[config.mk]
export PLATFORM = sky130hd
export DESIGN_NAME = pulse_stats
export DESIGN_NICKNAME = d
export VERILOG_FILES = /design/src/rtl/sf_counter_pkg.sv /design/src/rtl/pulse_stats_acc.sv /design/src/rtl/pulse_stats.sv
export SDC_FILE = /design/constraint.sdc
export NUM_CORES = 1
export LEC_CHECK = 0
export BUFFER_PORTS_ARGS = -buffer_cell sky130_fd_sc_hd__buf_2
export CORE_MARGIN = 2
export CORE_UTILIZATION = 50
export DETAILED_ROUTE_END_ITERATION = 8
export MAX_ROUTING_LAYER = met4
export PLACE_DENSITY = 0.79
export RECOVER_POWER = 100
export SYNTH_ARGS = -nofsm -noshare
export SYNTH_HDL_FRONTEND = slang
export SYNTH_HIERARCHICAL = 1
export SYNTH_SLANG_ARGS = --single-unit
export TNS_END_PERCENT = 1
[constraint.sdc]
create_clock -name sys_clk -period 8.23 [get_ports sys_clk]
set_input_delay 1.2345 -clock sys_clk [delete_from_list [all_inputs] [get_ports sys_clk]]
set_output_delay 1.2345 -clock sys_clk [all_outputs]
set_load 0.005 [all_outputs]
[src/rtl/sf_counter_pkg.sv]
`default_nettype none
// ============================================================================
// Module   : sf_counter_pkg
// Purpose  : Constants and types shared by the pulse counter and pulse_stats.
// Revision : 1.0
// ============================================================================
package sf_counter_pkg;

  localparam int SF_DATA_W       = 32;
  localparam int SF_WIN_LOG2_DEF = 4;
  localparam int SF_OVR_W        = 16;

  typedef enum logic [0:0] {
    ST_EMPTY = 1'b0,
    ST_FULL  = 1'b1
  } out_state_e;

  function automatic logic [SF_OVR_W-1:0] sat_inc(input logic [SF_OVR_W-1:0] v);
    return (v == {SF_OVR_W{1'b1}}) ? v : v + 1'b1;
  endfunction

endpackage : sf_counter_pkg
`default_nettype wire

[src/rtl/pulse_stats_acc.sv]
`default_nettype none
// ============================================================================
// Module   : pulse_stats_acc
// Purpose  : Window accumulator for min/max/sum/fill with completion strobe.
// Revision : 1.0
// ============================================================================
module pulse_stats_acc
  import sf_counter_pkg::*;
#(
  parameter int DATA_W   = SF_DATA_W,
  parameter int WIN_LOG2 = SF_WIN_LOG2_DEF,
  parameter int SUM_W    = DATA_W + WIN_LOG2
) (
  input  logic              sys_clk,
  input  logic              reset,
  input  logic              clear,
  input  logic              in_valid,
  input  logic [DATA_W-1:0] in_data,
  output logic [WIN_LOG2:0] win_fill,
  output logic              done,
  output logic [DATA_W-1:0] res_min,
  output logic [DATA_W-1:0] res_max,
  output logic [SUM_W-1:0]  res_sum
);

  localparam int FILL_W = WIN_LOG2 + 1;
  localparam logic [FILL_W-1:0] LAST_FILL = FILL_W'((1 << WIN_LOG2) - 1);

  logic [DATA_W-1:0] acc_min_q, acc_min_d;
  logic [DATA_W-1:0] acc_max_q, acc_max_d;
  logic [SUM_W-1:0]  acc_sum_q, acc_sum_d;
  logic [FILL_W-1:0] fill_q, fill_d;

  logic              accept;
  logic [DATA_W-1:0] upd_min;
  logic [DATA_W-1:0] upd_max;
  logic [SUM_W-1:0]  upd_sum;

  always_comb begin
    accept  = in_valid & ~clear;
    upd_min = (in_data < acc_min_q) ? in_data : acc_min_q;
    upd_max = (in_data > acc_max_q) ? in_data : acc_max_q;
    upd_sum = acc_sum_q + SUM_W'(in_data);
    done    = accept && (fill_q == LAST_FILL);

    acc_min_d = acc_min_q;
    acc_max_d = acc_max_q;
    acc_sum_d = acc_sum_q;
    fill_d    = fill_q;

    // The completing sample is reported via upd_*, so the registers can empty now.
    if (clear || done) begin
      acc_min_d = '1;
      acc_max_d = '0;
      acc_sum_d = '0;
      fill_d    = '0;
    end else if (accept) begin
      acc_min_d = upd_min;
      acc_max_d = upd_max;
      acc_sum_d = upd_sum;
      fill_d    = fill_q + 1'b1;
    end
  end

  always_ff @(posedge sys_clk) begin
    if (reset) begin
      acc_min_q <= '1;
      acc_max_q <= '0;
      acc_sum_q <= '0;
      fill_q    <= '0;
    end else begin
      acc_min_q <= acc_min_d;
      acc_max_q <= acc_max_d;
      acc_sum_q <= acc_sum_d;
      fill_q    <= fill_d;
    end
  end

  assign win_fill = fill_q;
  assign res_min  = upd_min;
  assign res_max  = upd_max;
  assign res_sum  = upd_sum;

endmodule : pulse_stats_acc
`default_nettype wire

[src/rtl/pulse_stats.sv]
`default_nettype none
// ============================================================================
// Module   : pulse_stats
// Purpose  : Windowed pulse-width statistics with a one-entry result register.
// Revision : 1.0
// ============================================================================
module pulse_stats
  import sf_counter_pkg::*;
#(
  parameter int DATA_W   = SF_DATA_W,
  parameter int WIN_LOG2 = SF_WIN_LOG2_DEF,
  parameter int SUM_W    = DATA_W + WIN_LOG2
) (
  input  logic                sys_clk,
  input  logic                reset,
  input  logic                clear,
  input  logic                in_valid,
  input  logic [DATA_W-1:0]   in_data,
  output logic                out_valid,
  input  logic                out_ready,
  output logic [DATA_W-1:0]   out_min,
  output logic [DATA_W-1:0]   out_max,
  output logic [SUM_W-1:0]    out_sum,
  output logic [DATA_W-1:0]   out_avg,
  output logic [SF_OVR_W-1:0] overrun_cnt,
  output logic [WIN_LOG2:0]   win_fill
);

  logic              done;
  logic [DATA_W-1:0] res_min;
  logic [DATA_W-1:0] res_max;
  logic [SUM_W-1:0]  res_sum;

  pulse_stats_acc #(
    .DATA_W   (DATA_W),
    .WIN_LOG2 (WIN_LOG2),
    .SUM_W    (SUM_W)
  ) u_acc (
    .sys_clk  (sys_clk),
    .reset    (reset),
    .clear    (clear),
    .in_valid (in_valid),
    .in_data  (in_data),
    .win_fill (win_fill),
    .done     (done),
    .res_min  (res_min),
    .res_max  (res_max),
    .res_sum  (res_sum)
  );

  out_state_e          state_q, state_d;
  logic [DATA_W-1:0]   out_min_q, out_min_d;
  logic [DATA_W-1:0]   out_max_q, out_max_d;
  logic [SUM_W-1:0]    out_sum_q, out_sum_d;
  logic [DATA_W-1:0]   out_avg_q, out_avg_d;
  logic [SF_OVR_W-1:0] ovr_q, ovr_d;
  logic                load;

  always_comb begin
    state_d   = state_q;
    out_min_d = out_min_q;
    out_max_d = out_max_q;
    out_sum_d = out_sum_q;
    out_avg_d = out_avg_q;
    ovr_d     = ovr_q;
    load      = 1'b0;

    case (state_q)
      ST_EMPTY: begin
        if (done) begin
          load    = 1'b1;
          state_d = ST_FULL;
        end
      end
      ST_FULL: begin
        if (out_ready) begin
          load    = done;
          state_d = done ? ST_FULL : ST_EMPTY;
        end else if (done) begin
          // Unconsumed result wins; the new window is dropped.
          ovr_d = sat_inc(ovr_q);
        end
      end
      default: state_d = ST_EMPTY;
    endcase

    if (load) begin
      out_min_d = res_min;
      out_max_d = res_max;
      out_sum_d = res_sum;
      out_avg_d = res_sum[SUM_W-1:WIN_LOG2];
    end
  end

  always_ff @(posedge sys_clk) begin
    if (reset) begin
      state_q   <= ST_EMPTY;
      out_min_q <= '0;
      out_max_q <= '0;
      out_sum_q <= '0;
      out_avg_q <= '0;
      ovr_q     <= '0;
    end else begin
      state_q   <= state_d;
      out_min_q <= out_min_d;
      out_max_q <= out_max_d;
      out_sum_q <= out_sum_d;
      out_avg_q <= out_avg_d;
      ovr_q     <= ovr_d;
    end
  end

  assign out_valid   = (state_q == ST_FULL);
  assign out_min     = out_min_q;
  assign out_max     = out_max_q;
  assign out_sum     = out_sum_q;
  assign out_avg     = out_avg_q;
  assign overrun_cnt = ovr_q;

endmodule : pulse_stats
`default_nettype wire
==> out/qor.yml <==
cp_top_family: "buffers and inverters"
cts_buffer_depth: 3
clock_latency_ns: 0.53
vias: 11700
critPathMaxFanout: 77
worst_slew_pin_slew_ns: 3.23
cts_resized: 0
numCtsBuffers: 25
skew_ns: 0.0166
die_x_um: 163
r2r-end: "u_acc/acc_sum_q[33]"
fin_crit_sh_pct: 63.8
synth_edf_count: 0
critPathMaxStageDelay_ns: 2.37
ys_warn_count: 6
postCtsSetupRepairBufs: 0
critPathMostFrequentCell: "clkbuf_1"
ys_ff_latch: 222
drv_cap: 5
synth_nets: 1796
regToRegStartpoint: "u_acc/win_fill[0]"
hp-class: "register to register"
vias_per_cell: 5.56
cts_max_level: 1
endpoint: "overrun_cnt[14]"
drtIter0Drc: 929
startpoint_type: "input pin"
setup_violations: 0
diodes: 0
use_met2_pct: 41.5
p_leak_uw: 0.00639
io_pins: 191
coreArea_um2: 25000
syn_avg_cell_area_um2: 7.61
syn_to_final_growth_pct: 12.3
yosysMostFrequentCell: "nand2_1"
crit_start: "reset"
gr-max-usage-layer: "met2"
cts.clk_slew.worst_paths_ns: 0.06
slew_viol_final: 283
yosysUniqueCellTypes: 66
nets: 1898
grt_max_degree: 101
layout-drive-gt1-share_pct: 10.8
synth.top_cells.by_area: "dfxtp_1 (35%), nand2_1 (12%), ha_1 (9.7%), a21oi_1 (7.6%), mux2i_1 (5.3%)"
drtAntennaViolNets: 0
critical_path_class: "input pin to register"
grt_pass1_wl_um: 54700
syn_area_um2: 12600
clock-sinks: 222
drcViolationCount: 0
clockRootBuffer: "clkbuf_16"
arrival_ns: 5.67
met3_usage_pct: 4.41
worstPathRequired_ns: 8.64
hold_buffers: 0
dieArea_um2: 26500
place_worst_setup_slack_ns: 3.30
synth_ff_type: "dfxtp_1"
grt_usage_pct: 26.1
max_slew_margin_pct: -115
max_freq_mhz: 190
wire_per_inst_um: 16.3
place_congestion: 0.915
setup_tns_ns: 0
portBuffers: 190
async_flop_share_pct: 0
endpoint_kind: "register"
power_density_nw_per_um2: 177
cp_slowest_cell: "clkbuf_1"
dp_hpwl_um: 24400
cp.depth: 4
firstDrtPassIters: 6
overflow: 0
cts_tree: "yes"
hold_viol: 0
synth_common_cells: "nand2_1 (414), dfxtp_1 (222), a21oi_1 (191)"
ys_seq_area_share_pct: 35.2
rows: 58
drt-total-wl_um: 34400
min_period_ns: 5.25
synth_cells: 1660
critPathBufInv: 2
violations: "max-capacitance violations, max-slew violations"
die_y_um: 163
grt_pass1_vias: 10800
initial_core_util_pct: 50.6
peakVddDrop_uv: 140
yosysTopAreaCell: "dfxtp_1"
status: "complete, but fails checks"
reg2reg_depth: 8
use_met1_pct: 34.0
crit_chain: "clkbuf_1, clkbuf_1, nor2b_1, mux2_2"
synth_top_area_share_pct: 35.2
grt_setup_unrepaired: "no"
setup_ws_ns: 2.98
rrSetupSlack_ns: 3.91
antenna_found_initial: 0
==> per-stage QoR <==
stage / instance area, um2 / utilization (%) / hold slack [ns] / power, uW / cells
2_1_floorplan: 12600 / - / 0.434 / 1300 / 1660
3_3_place_gp: 13500 / 54.1 / 0.440 / 1380 / 2065
3_5_place_dp: 13500 / 54.1 / 0.445 / 1380 / 2065
4_1_cts: 14300 / 57.5 / 0.454 / 2530 / 2110
5_1_grt: 14200 / 56.8 / 0.470 / 2610 / 2110
6_report: 14200 / 56.8 / 0.452 / 2510 / 2110
==> report_power, final <==
group | internal (uW) | switching [uW]
registers | 1090 | 6.28
logic | 91.2 | 181
clock network | 688 | 455
total | 1870 | 642
==> flip-flops by register name, indices dropped and copies added, names as in the netlist <==
| register | cells |
|---|---|
| out_sum | 36 |
| u_acc/acc_sum_q | 36 |
| out_max | 32 |
| out_min | 32 |
| u_acc/acc_max_q | 32 |
| u_acc/acc_min_q | 32 |
| overrun_cnt | 16 |
| u_acc/win_fill | 5 |
| out_valid | 1 |
==> layer usage <==
metal	vias to the layer above	share of wire (%)
met1	5448	45
met4	0	2.7
li1	5823	-
met2	390	46
met5	-	0
met3	71	6.7
==> worst reg2reg max path: cells and delay by family (launching register included) <==
| kind | cells | cell delay, ns |
|---|---|---|
| simple gates | 4 | 0.97 |
| flops | 1 | 0.34 |
| buf+inv | 1 | 2.26 |
| compound gates | 1 | 0.23 |
| fa+ha+maj | 2 | 0.48 |
==> final cells by class <==
type                    instances  area [um2]
fillers                      2367       10800
clock buffers                  32         692
repair buffers                197         905
inverters                      80         300
flip-flops and latches        222        4440
well taps                     330         413
multi-input cells            1236        7280
clock inverters                13         153
==> cells by family after synthesis <==
group	synth area share [%]
simple gates	22.1
compound gates	17.6
flops	35.2
buf+inv	7.02
fa+ha+maj	9.87
mux	5.84
xor+xnor	2.43
==> placed cells by master (no fill, tap or decap), types with 5 or more instances in the layout <==
cell and instances:
nand2_1 412, dfxtp_1 222, a21oi_1 192, buf_2 120
nor2_1 111, ha_1 98, o21ai_0 93, inv_1 80
clkbuf_1 75, mux2i_1 67, a21o_1 27, clkbuf_16 25
nand4_1 24, xnor2_1 22, nand3_1 16, xor2_1 13
nor3_1 12, and3_1 11, nor2b_1 10, or4_1 9
o31ai_1 8, nor4_1 7, or3_1 7, o21ai_1 7
mux2_2 6, clkinv_2 6, o21bai_1 6, and4_1 5
and2_1 5
==> worst min path at each step <==
stage | start | end | slack [ns] | depth (start not counted)
after global routing | out_min[16] | out_min[16] | 0.47 | 2
final | out_max[31] | out_max[31] | 0.45 | 2
after CTS | out_max[13] | out_max[13] | 0.45 | 2
after global placement | out_max[19] | out_max[19] | 0.44 | 2
after floorplan | u_acc/acc_sum_q[28] | u_acc/acc_sum_q[28] | 0.43 | 2
after detailed placement | out_min[25] | out_min[25] | 0.44 | 2
Power figures use the tool's default switching activity.
